[src/rtl/tc_timer.sv]
// tc_timer: memory-mapped 32-bit down-counting timer with masked IRQ.
// Define TC_PRESCALE_EN to step COUNT only every PRESCALE cycles.
module tc_timer #(
  parameter int unsigned PRESCALE = 4
) (
  input  logic        clk,
  input  logic        reset,
  input  logic [31:0] Addr,
  input  logic        WE,
  input  logic [31:0] Din,
  output logic [31:0] Dout,
  output logic        IRQ
);

  typedef enum logic [1:0] {
    S_IDLE,
    S_LOAD,
    S_CNT,
    S_INT
  } state_t;

  state_t      state;
  logic [3:0]  ctrl;
  logic [31:0] preset;
  logic [31:0] count;
  logic        irq_flag;

  logic [1:0]  sel;
  logic        wr_ctrl;
  logic        wr_preset;
  logic        en;
  logic        reload;
  logic        tick;
  logic        unused_addr;

  assign sel       = Addr[3:2];
  assign wr_ctrl   = WE && (sel == 2'd0);
  assign wr_preset = WE && (sel == 2'd1);
  assign en        = ctrl[0];
  assign reload    = (ctrl[2:1] == 2'b01);

  assign unused_addr = ^{Addr[31:4], Addr[1:0]};

`ifdef TC_PRESCALE_EN
  localparam int unsigned PW =
    (PRESCALE > 1) ? $clog2(PRESCALE) : 1;
  localparam logic [PW-1:0] PS_LAST =
    PW'(PRESCALE - 1);

  logic [PW-1:0] pre;

  assign tick = (pre == PS_LAST);

  // Prescaler runs only while counting; wraps on each step.
  always_ff @(posedge clk or posedge reset) begin
    if (reset) begin
      pre <= '0;
    end else if (state == S_CNT && en && !tick) begin
      pre <= pre + 1'b1;
    end else begin
      pre <= '0;
    end
  end
`else
  // Without the prescaler every cycle is a step
  // (PRESCALE >= 1 always holds).
  assign tick = (PRESCALE >= 1);
`endif

  // Register file and timer FSM; a CPU CTRL write is applied last
  // so it wins over the FSM's En clear and irq_flag update.
  always_ff @(posedge clk or posedge reset) begin
    if (reset) begin
      state    <= S_IDLE;
      ctrl     <= '0;
      preset   <= '0;
      count    <= '0;
      irq_flag <= 1'b0;
    end else begin
      if (wr_preset) begin
        preset <= Din;
      end

      unique case (state)
        S_IDLE: begin
          if (en) begin
            state <= S_LOAD;
          end
        end
        S_LOAD: begin
          count <= preset;
          state <= S_CNT;
        end
        S_CNT: begin
          if (!en) begin
            state <= S_IDLE;
          end else if (tick) begin
            if (count == '0) begin
              state    <= S_INT;
              irq_flag <= 1'b1;
            end else begin
              count <= count - 32'd1;
            end
          end
        end
        S_INT: begin
          state <= S_IDLE;
          if (reload) begin
            irq_flag <= 1'b0;
          end else begin
            ctrl[0] <= 1'b0;
          end
        end
        default: begin
          state <= S_IDLE;
        end
      endcase

      if (wr_ctrl) begin
        ctrl     <= Din[3:0];
        irq_flag <= 1'b0;
      end
    end
  end

  // Zero-latency read mux.
  always_comb begin
    Dout = '0;
    unique case (sel)
      2'd0:    Dout = {28'b0, ctrl};
      2'd1:    Dout = preset;
      2'd2:    Dout = count;
      default: Dout = '0;
    endcase
  end

  assign IRQ = irq_flag & ctrl[3];

endmodule

[config.mk]
export PLATFORM = sky130hd
export DESIGN_NAME = tc_timer
export DESIGN_NICKNAME = d
export VERILOG_FILES = /design/src/rtl/tc_timer.sv
export SDC_FILE = /design/constraint.sdc
export NUM_CORES = 1
export LEC_CHECK = 0
export BUFFER_PORTS_ARGS = -buffer_cell sky130_fd_sc_hd__clkbuf_2
export CORE_AREA = 2 2 149 115
export CTS_BUF_LIST = sky130_fd_sc_hd__clkbuf_16
export DETAILED_ROUTE_END_ITERATION = 6
export DIE_AREA = 0 0 151 117
export PLACE_DENSITY_LB_ADDON = 0.15
export SETUP_SLACK_MARGIN = 0.15
export SYNTH_ARGS = -nofsm -noshare
export SYNTH_HDL_FRONTEND = slang
export SYNTH_SLANG_ARGS = --single-unit
[constraint.sdc]
create_clock -name clk -period 2.49 [get_ports clk]
set_clock_uncertainty 0.2 [all_clocks]
set_input_delay 0.498 -clock clk [delete_from_list [all_inputs] [get_ports clk]]
set_output_delay 0.498 -clock clk [all_outputs]
set_load 0.1 [all_outputs]
==> results.sh <==
export IMPL_outcome="complete, but fails checks"
export IMPL_violations="negative setup slack"
export IMPL_grt_overflow=0
export IMPL_synth_edff_count=0
export IMPL_worst_pin_slew_ns=0.5375
export IMPL_ys_ff_latch=71
export IMPL_synth_cell_types=47
export IMPL_multi_input_area_um2=2462
export IMPL_fp_dieW_um=151
export IMPL_drt_total_wl_mm=12.96
export IMPL_worstPathRequired_ns=2.52
export IMPL_dr_pass1_iters=4
export IMPL_post_dp_hpwl_mm=9.441
export IMPL_synth_fa_ha_area_share_pct=0.3137
export IMPL_htreeDepth=3
export IMPL_synth_compound_area_share_pct=24.37
export IMPL_track_usage_pct=15.63
export IMPL_cts_path_max_buffers=2
export IMPL_ys_async_sr_fraction_pct=100.0
export IMPL_p_comb_share_pct=55.9
export IMPL_critical_path_class="reg -> reg"
export IMPL_ys_seq_area_share_pct=44.54
export IMPL_syn_area_um2=3989
export IMPL_synthMuxAreaShare_pct=10.60
export IMPL_p_leak_nw=2.621
export IMPL_hp_class="in -> reg"
export IMPL_rsz0062_at_grt="true"
export IMPL_clkSlewWorstSetupHoldPaths_ns=0.06
export IMPL_cts_made_buffers=9
export IMPL_period_share_pct=105.1
export IMPL_grt_pass1_vias=3856
export IMPL_yosysWarnings=0
export IMPL_cp_max_fo=20
export IMPL_power_density_nw_per_um2=1163
export IMPL_swShare_pct=44.03
export IMPL_finalHoldViolations=0
export IMPL_crit_path_max_incr_delay_ns=0.47
export IMPL_synthSimpleGateAreaFrac_pct=15.93
export IMPL_cts_sinks=71
export IMPL_fin_nets=590
export IMPL_dieHeight_um=117
export IMPL_cp_slowest_cell="or4b_4"
export IMPL_synthTopCellsByArea="dfrtp_1 (45%), mux2_2 (9.6%), a22o_1 (6.1%)"
export IMPL_io_buffers=69
export IMPL_dieArea_um2=17670
export IMPL_area_growth_pct=56.78
export IMPL_slew_headroom_pct=64.32
export IMPL_synth_top_family_by_area="compound AO/OA/AOI/OAI gates"
export IMPL_std_cell_rows=41
export IMPL_postRouteAntennaNets=0
export IMPL_cp_arrival_ns=2.64
export IMPL_setup_tns_ns=-2.348
export IMPL_synth_top_area_cell="dfrtp_1"
export IMPL_cap_violations=0
export IMPL_grt_max_degree=45
export IMPL_postSynthCellCount=406
export IMPL_wl_per_cell_um=17.46
export IMPL_pin_count=100
export IMPL_worst_slack_ns=-0.1276
export IMPL_slew_viol_final=0
export IMPL_grt_pass1_wl_mm=21.40
export IMPL_clock_root_buffer="clkbuf_16"
export IMPL_pwr_share_clk_pct=17.5
export IMPL_core_area_um2=16310
export IMPL_gp_congestion=0.8572
export IMPL_cp_top_family="simple AND/OR/NAND/NOR gates"
export IMPL_yosys_area_top_type_share_pct=44.54
export IMPL_cts_tree="yes"
export IMPL_drive_above_1_share_pct=48.20
export IMPL_initial_core_util_pct=24.45
export IMPL_post_route_util_pct=38.33
export IMPL_design_area_um2=6254
export IMPL_cp_end_kind="flip-flop"
export IMPL_synth_xor_area_share_pct=0
export IMPL_min_period_ns=2.618
export IMPL_vias=3738
export IMPL_worstPathCellList="inv_2 > ha_4 > or4b_4 > or3_4 > nor4b_4 > buf_6 > a211oi_1 > a2bb2oi_1"
export IMPL_seq_area_um2=1777
export IMPL_p_switching_mw=3.203
export IMPL_pwr_share_seq_pct=26.6
export IMPL_num_antenna_cells=0
export IMPL_vias_per_cell=5.038
export IMPL_synth_avg_cell_area_um2=9.825
export IMPL_cp_start_kind="flip-flop"
export IMPL_finalSetupViolCount=32
export IMPL_drcViolationCount=0
export IMPL_syn_nets=474
export IMPL_n_fill_cell=1613
export IMPL_antenna_found_initial=0
export IMPL_p_int_mw=4.072
export IMPL_max_freq_ghz=0.3820
export IMPL_critPathBufInv=2
export IMPL_ys_dominant_reg_cell="dfrtp_1"
export IMPL_drt_initial_drc_count=159
export IMPL_clk_latency_ns=0.34
export IMPL_peakVddDrop_mv=0.4826
export IMPL_post_dp_cell_area_um2=5836
==> cell families (layout without fill, tap and decap cells) <==
kind of cell             Yosys count  in the layout
flip-flops                        71             71
AO/OA/AOI/OAI                    137            137
buffers and inverters             41            162
multiplexers                      38             38
AND/OR/NAND/NOR                  118            118
adder cells (fa/ha/maj)            1              1
==> metrics by stage <==
| step | setup WS [ns] | std cells | total power [mW] | hold WS, ns |
|---|---|---|---|---|
| after CTS | -0.1399 | 742 | 7.295 | 0.1820 |
| after global routing | -0.2675 | 742 | 7.724 | 0.1869 |
| after global placement | -0.1858 | 724 | 5.779 | 0.3042 |
| after detailed placement | -0.2385 | 724 | 5.847 | 0.3150 |
| final | -0.1276 | 742 | 7.275 | 0.1885 |
| after floorplan | -0.1306 | 406 | 4.398 | 0.2708 |
==> power groups by stage <==
| stage | sequential (mW) | clock [mW] | combinational [mW] |
|---|---|---|---|
| 2_1_floorplan | 1.92 | 0 | 2.48 |
| 3_3_place_gp | 1.93 | 0 | 3.85 |
| 3_5_place_dp | 1.94 | 0 | 3.91 |
| 4_1_cts | 1.93 | 1.31 | 4.06 |
| 5_1_grt | 1.99 | 1.37 | 4.36 |
| 6_report | 1.94 | 1.27 | 4.07 |
==> placed cells by master, fill, tap and decap left out, drive strengths merged, types with 3 or more instances in the layout <==
cell      netlist  routed
a2bb2oi        13      13
clkinv          0       4
nand2          18      18
nor3           24      24
nand3           9       9
dfrtp          71      71
a31oi           9       9
o22ai           7       7
a22o           28      28
nor2           28      28
a211oi          8       8
or3             5       5
buf            13     102
mux2i           4       4
inv             6       5
clkbuf         22      46
o22a            4       4
nor2b           4       4
o31a            3       3
nand2b          3       3
or4             7       7
clkinvlp        0       3
nor4            8       8
o31ai          11      11
nand4           3       3
mux2           34      34
a32oi           3       3
o21ai          27      27
a21oi          15      15
a22oi           3       3
==> area by class of cell <==
class                      instances  area share (%)
timing repair buffer             140           22.87
clock inverter                     7           1.020
tap                              215           4.302
sequential                        71           28.41
clock buffer                       9           3.601
inverter                           6          0.4202
multi-input combinational        294           39.38
==> cell usage after synthesis, types with 4 or more instances <==
| cell type | n |
|---|---|
| a31oi_1 | 9 |
| nor3_1 | 24 |
| o21ai_0 | 18 |
| a211oi_1 | 8 |
| o21ai_1 | 9 |
| buf_1 | 6 |
| or3_1 | 4 |
| inv_1 | 6 |
| dfrtp_1 | 71 |
| a22o_1 | 28 |
| o22a_1 | 4 |
| nor4_1 | 7 |
| buf_2 | 6 |
| o22ai_1 | 7 |
| a21oi_1 | 15 |
| mux2i_1 | 4 |
| o31ai_1 | 11 |
| nor2b_1 | 4 |
| or4_1 | 6 |
| nand3_1 | 9 |
| nor2_1 | 28 |
| nand2_1 | 18 |
| mux2_2 | 34 |
| clkbuf_1 | 22 |
| a2bb2oi_1 | 13 |
==> layer usage <==
metal  share of wire (%)  global-route usage (%)  up-vias
li1                    -                       -     1796
met1                  52                   23.05     1856
met2                  43                   23.39       75
met3                 4.5                   3.527       11
met4                0.83                   3.489        0
met5                   0                       0        -
==> sequential cells by signal, indices dropped and copies added (netlist names) <==
name,cells
count,32
preset,32
ctrl,4
state,2
irq_flag,1
==> final timing paths <==
| kind | start | to | slack, ns | depth (start not counted) |
|---|---|---|---|---|
| max reg2reg | count[0] | count[17] | -0.13 | 8 |
| max | count[0] | count[17] | -0.13 | 8 |
| min | Din[24] | preset[24] | 0.19 | 2 |
| max in group asynchronous | reset | count[19] | 1.02 | 4 |
| min in group asynchronous | reset | preset[5] | 0.53 | 3 |
| min reg2reg | irq_flag | irq_flag | 0.32 | 2 |
==> timing repair <==
| action | CTS | global route |
|---|---|---|
| gates resized for setup | 20 | 7 |
| setup endpoints to repair | 34 | 34 |
| hold buffers | 1 | 0 |
| buffers inserted | 1 | 0 |
| hold endpoints to repair | 9 | 0 |
| pin swaps | 4 | 2 |
Note: power is estimated with default switching activity, not from simulation.
